$ cat src/rtl/simem_pkg.sv
// Shared types and line constants for the serial instruction-memory link.
// Used by the memory-side responder and the CPU-side serializers.
package simem_pkg;

   typedef enum logic [2:0] {
      IDLE,
      RX_ADDR,
      LOOKUP,
      TX_START,
      TX_DATA
   } simem_state_t;

   localparam logic SIMEM_START_BIT  = 1'b1;
   localparam logic SIMEM_IDLE_LEVEL = 1'b0;

endpackage

$ cat src/rtl/simem_array.sv
// Word storage for the serial instruction-memory responder.
// Synchronous write port plus a synchronous read port.
// A read and a write to the same address in one cycle return the old word.
module simem_array
   import simem_pkg::*;
#(
   parameter int unsigned ADDR_W = 6,
   parameter int unsigned DATA_W = 16
) (
   input  logic              clock,
   input  logic              wr_en,
   input  logic [ADDR_W-1:0] wr_addr,
   input  logic [DATA_W-1:0] wr_data,
   input  logic              rd_en,
   input  logic [ADDR_W-1:0] rd_addr,
   output logic [DATA_W-1:0] rd_data
);

   localparam int unsigned DEPTH = 2 ** ADDR_W;

   logic [DATA_W-1:0] mem [DEPTH];

   // Write and registered read share the edge; the read sees the pre-write contents.
   always_ff @(posedge clock) begin
      if (wr_en) begin
         mem[wr_addr] <= wr_data;
      end
      if (rd_en) begin
         rd_data <= mem[rd_addr];
      end
   end

endmodule

$ cat src/rtl/serial_imem_responder.sv
// Memory-side end of the serial instruction-fetch link.
// Receives a framed MSB-first address on addr_in and returns the stored word
// as a framed MSB-first stream on instr_out (start bit 1, idle level 0).
// Optional build macro SIMEM_PARITY_EN appends an even-parity bit after the data.
module serial_imem_responder
   import simem_pkg::*;
#(
   parameter int unsigned ADDR_W = 6,
   parameter int unsigned DATA_W = 16,
   parameter int unsigned CNT_W  = 8
) (
   input  logic              clock,
   input  logic              reset,
   input  logic              addr_in,
   output logic              instr_out,
   input  logic              wr_en,
   input  logic [ADDR_W-1:0] wr_addr,
   input  logic [DATA_W-1:0] wr_data,
   output logic              busy,
   output logic [CNT_W-1:0]  served_cnt
);

`ifdef SIMEM_PARITY_EN
   localparam int unsigned PAR_W = 1;
`else
   localparam int unsigned PAR_W = 0;
`endif

   // Bits sent after the start bit: data plus the optional parity bit.
   localparam int unsigned TX_W    = DATA_W + PAR_W;
   localparam int unsigned MAX_LEN = (ADDR_W > TX_W) ? ADDR_W : TX_W;
   localparam int unsigned BC_W    = (MAX_LEN > 2) ? $clog2(MAX_LEN) : 1;

   simem_state_t      state;
   logic [ADDR_W-1:0] rx_sr;
   logic [TX_W-1:0]   tx_sr;
   logic [BC_W-1:0]   bit_cnt;
   logic [DATA_W-1:0] rd_data;
   logic              rd_en_c;
   logic [TX_W-1:0]   tx_load_c;

   assign rd_en_c = (state == LOOKUP);

`ifdef SIMEM_PARITY_EN
   assign tx_load_c = {rd_data, ^rd_data};
`else
   assign tx_load_c = rd_data;
`endif

   simem_array #(
      .ADDR_W (ADDR_W),
      .DATA_W (DATA_W)
   ) u_array (
      .clock   (clock),
      .wr_en   (wr_en),
      .wr_addr (wr_addr),
      .wr_data (wr_data),
      .rd_en   (rd_en_c),
      .rd_addr (rx_sr),
      .rd_data (rd_data)
   );

   // Frame FSM: address receive, array lookup, start bit, payload shift-out.
   always_ff @(posedge clock) begin
      if (reset) begin
         state      <= IDLE;
         instr_out  <= SIMEM_IDLE_LEVEL;
         busy       <= 1'b0;
         served_cnt <= '0;
         rx_sr      <= '0;
         tx_sr      <= '0;
         bit_cnt    <= '0;
      end else begin
         case (state)
            IDLE: begin
               instr_out <= SIMEM_IDLE_LEVEL;
               if (addr_in == SIMEM_START_BIT) begin
                  state   <= RX_ADDR;
                  busy    <= 1'b1;
                  bit_cnt <= '0;
               end
            end

            RX_ADDR: begin
               rx_sr <= {rx_sr[ADDR_W-2:0], addr_in};
               if (bit_cnt == BC_W'(ADDR_W - 1)) begin
                  state   <= LOOKUP;
                  bit_cnt <= '0;
               end else begin
                  bit_cnt <= bit_cnt + BC_W'(1);
               end
            end

            // The array captures the word at this edge; start bit goes out next cycle.
            LOOKUP: begin
               state     <= TX_START;
               instr_out <= SIMEM_START_BIT;
            end

            // First payload bit comes straight from the array output.
            TX_START: begin
               state     <= TX_DATA;
               instr_out <= tx_load_c[TX_W-1];
               tx_sr     <= {tx_load_c[TX_W-2:0], 1'b0};
               bit_cnt   <= '0;
            end

            TX_DATA: begin
               if (bit_cnt == BC_W'(TX_W - 1)) begin
                  state      <= IDLE;
                  instr_out  <= SIMEM_IDLE_LEVEL;
                  busy       <= 1'b0;
                  served_cnt <= served_cnt + CNT_W'(1);
                  bit_cnt    <= '0;
               end else begin
                  instr_out <= tx_sr[TX_W-1];
                  tx_sr     <= {tx_sr[TX_W-2:0], 1'b0};
                  bit_cnt   <= bit_cnt + BC_W'(1);
               end
            end

            default: begin
               state     <= IDLE;
               instr_out <= SIMEM_IDLE_LEVEL;
               busy      <= 1'b0;
            end
         endcase
      end
   end

endmodule

$ cat config.mk
export PLATFORM = sky130hd
export DESIGN_NAME = serial_imem_responder
export DESIGN_NICKNAME = d
export VERILOG_FILES = /design/src/rtl/simem_pkg.sv /design/src/rtl/simem_array.sv /design/src/rtl/serial_imem_responder.sv
export SDC_FILE = /design/constraint.sdc
export NUM_CORES = 1
export LEC_CHECK = 0
export BUFFER_PORTS_ARGS = -buffer_cell sky130_fd_sc_hd__buf_2
export CORE_UTILIZATION = 60
export CTS_BUF_LIST = sky130_fd_sc_hd__clkbuf_8
export DETAILED_ROUTE_END_ITERATION = 10
export PLACE_DENSITY = 0.76
export SYNTH_ARGS = -nofsm -noshare
export SYNTH_HDL_FRONTEND = slang
export SYNTH_SLANG_ARGS = --single-unit
$ cat constraint.sdc
create_clock -name clock -period 2.68 [get_ports clock]
set_input_delay 0.268 -clock clock [delete_from_list [all_inputs] [get_ports clock]]
set_output_delay 0.268 -clock clock [all_outputs]
set_load 0.02 [all_outputs]
==> impl_metrics.py <==
metrics = {
    "detailed_routing": {
        "wire_per_inst_um": 30.5,
        "dr_wl_met3_um": 10900,
        "drc": 0,
        "vias_per_cell": 6.62,
        "wl_met1_um": 36600,
        "drtPass1Iterations": 6,
        "drt_iter0_markers": 2943,
        "drt-total-wl_um": 99300,
        "met2WireLength_um": 48000,
        "vias": 21600,
        "routed.top_layer": "met5",
        "postRouteAntennaNets": 0,
    },
    "sta": {
        "final.setup.worst_slack_ns": 0.0141,
        "rsz0062_at_grt": "no",
        "skew_ns": 0.0440,
        "fin_crit_ns": 2.67,
        "finalSetupViolCount": 0,
        "final_max_slew_viol_count": 0,
        "period_share": 0.995,
        "hold_violations": 0,
        "fmax_ghz": 0.375,
        "tightest_slew_ns": 1.30,
        "slew_headroom": 0.136,
    },
    "yosys": {
        "syn_inst": 1934,
        "synth_edf_count": 1040,
        "ys_async_sr_fraction": 0,
        "ys_top_cells_by_area": "edfxtp_1, mux4_2, dfxtp_1, nor2_1, mux2i_1",
        "syn_area_per_cell_um2": 21.5,
        "synth_compound_area_frac": 0.0275,
        "synth_seq_cells": 1078,
        "synth_most_common_cell": "edfxtp_1",
        "ys_seq_area_frac": 0.771,
        "syn_area_um2": 41500,
        "syn_nets": 1963,
        "synth_top_area_share": 0.752,
        "synthSimpleGateAreaFrac": 0.0276,
        "synth_fa_ha_area_frac": 0.000904,
        "netlist_top_cells_count": "edfxtp_1, mux4_2, nor2_1",
        "synth_xor_area_frac": 0.00190,
        "synth_top_family_by_area": "multiplexers",
        "synthMuxAreaShare": 0.155,
        "yosys.area.top_type": "edfxtp_1",
        "ys.flop_type": "edfxtp_1",
        "ys_types": 53,
        "yosys_warnings": 0,
    },
    "grt": {
        "grtUsageTotal": 0.291,
        "gr-total-overflow": 0,
        "grt_pass1_vias": 21600,
        "antenna_found_initial": 3,
        "grt_pass1_wl_um": 144000,
        "grt_max_degree": 65,
    },
    "pwr": {
        "power_density_nw_per_um2": 717,
        "power_w": 0.0338,
        "vdd.ir_drop.worst_mv": 0.481,
        "p_leak_nw": 15.0,
    },
    "setup_path": {
        "cp.arrival_ns": 3.36,
        "crit_path_cell_trace": "nand2b_1 > buf_4 > o22ai_1 > a2111oi_1 > nand2_1 > nand2_1",
        "critPathSlowestCell": "a2111oi_1",
        "setup.worst_path.end_class": "flip-flop",
        "critPathBufInv": 1,
        "slowest_delay_ns": 0.73,
        "cp.depth": 6,
        "start_kind": "flip-flop",
        "required_ns": 3.38,
        "crit_type": "reg2reg",
        "path_delay_family": "simple AND/OR/NAND/NOR gates",
        "cp_max_fo": 18,
        "reg2reg_depth": 6,
        "cp_common_cell": "nand2_1",
    },
    "run_status": {
        "status": "completed",
    },
    "clock_network": {
        "cts.clk_slew.worst_paths_ns": 0.06,
        "cts-root-buf": "clkbuf_8",
        "cts_max_level": 4,
        "cts_buffer_depth": 3,
        "cts_made_buffers": 165,
        "clk_latency_ns": 0.84,
        "tritoncts": "yes",
        "cts_num_sinks": 1078,
    },
    "hold_path": {
        "min_path_cells": 1,
        "min_path_type": "in2reg",
    },
    "place": {
        "dp_cells": 2931,
        "dpl_cell_area_um2": 43900,
        "globalplace.congestion": 0.886,
        "place_ws_ns": -0.0758,
        "hpwl_um": 59600,
        "port_buffers": 35,
    },
    "floorplan": {
        "num_io_pins": 36,
        "dieArea_um2": 70200,
        "design.core.area_um2": 68500,
        "rows": 96,
        "die_h_um": 265,
        "initial_utilization": 0.606,
        "die_w_um": 265,
    },
    "cells_and_area": {
        "nets": 2267,
        "drive_above_1_share": 0.310,
        "fin_area_um2": 47200,
        "stdcell_count": 3257,
        "fillers": 4053,
        "synthToLayoutAreaGrowth_pct": 13.7,
        "fin_util": 0.689,
    },
    "flow_run": {
        "cap_violations": 0,
    },
}
==> final cells by class <==
| type | instances | area [µm²] | area share |
|---|---|---|---|
| multi-input cells | 740 | 8880 | 0.188 |
| clock buffers | 169 | 2330 | 0.0493 |
| clock inverters | 133 | 764 | 0.0162 |
| repair buffers | 249 | 2100 | 0.0444 |
| well taps | 882 | 1100 | 0.0234 |
| flip-flops and latches | 1078 | 32000 | 0.678 |
| diodes | 2 | 5.00 | 0.000106 |
| inverters | 4 | 15.0 | 0.000318 |
==> placed cells by master, fill, tap and decap left out, types with 19 or more instances in the layout <==
cell	n
buf_2	35
nand3_1	19
buf_12	20
dfxtp_1	34
buf_4	181
nor2b_1	22
nand2_1	67
clkinv_2	20
edfxtp_1	1040
clkinv_1	48
a22oi_1	24
inv_1	49
clkbuf_8	169
o22ai_1	27
mux2i_1	38
nor2_1	115
a21oi_1	21
mux4_2	268
==> stage by stage <==
stage / hold slack [ns] / TNS, ns
after floorplan: 0.367 / 0
after global routing: 0.119 / 0
after global placement: 0.464 / -0.147
after CTS: 0.0740 / 0
final: 0.125 / 0
after detailed placement: 0.472 / -0.0758
==> worst register-to-register path, delay by kind of cell, from the launching register on <==
kind                   cells  cell delay (ns)
AO/OA/AOI/OAI              2             0.83
AND/OR/NAND/NOR            3             0.88
flip-flops                 1             0.59
buffers and inverters      1             0.21
==> what timing repair did <==
action                                  in CTS  in global routing
cloned                                       0                  1
hold buffers                                11                  0
endpoints found under the hold margin      140                  0
resized for setup                            4                  6
endpoints found under the setup margin       4                  6
buffers inserted                             0                 10
==> sequential cells by signal, indices dropped and copies added (netlist names) <==
signal and cells:
bit_cnt 4, instr_out 1, u_array.rd_data 16, u_array.mem 1024, tx_sr 15, rx_sr 6
busy 1, served_cnt 8, state 3
==> power by group <==
group          internal [W]  switching, W  leakage (nW)
Clock               0.00649       0.00629          1.75
Sequential           0.0187      0.000107          9.67
Combinational       0.00103       0.00123          3.56
==> cells by family after synthesis <==
family	after synthesis
mux	307
xor+xnor	9
simple gates	257
buf+inv	116
fa+ha+maj	3
flops	1078
compound gates	164
==> worst paths after layout <==
check,from,end,slack [ns]
setup / recovery,rx_sr[3],u_array.rd_data[15],0.01
hold / removal,wr_data[11],u_array.mem[53][11],0.13
setup reg to reg,rx_sr[3],u_array.rd_data[15],0.01
hold reg to reg,tx_sr[13],tx_sr[14],0.47
==> layer usage <==
| metal | GRT usage | vias up |
|---|---|---|
| met5 | 0 | - |
| met4 | 0.121 | 2 |
| met3 | 0.0668 | 210 |
| met2 | 0.450 | 1489 |
| met1 | 0.406 | 11100 |
| li1 | - | 8731 |
No activity file was read; power rests on OpenSTA's default activity.
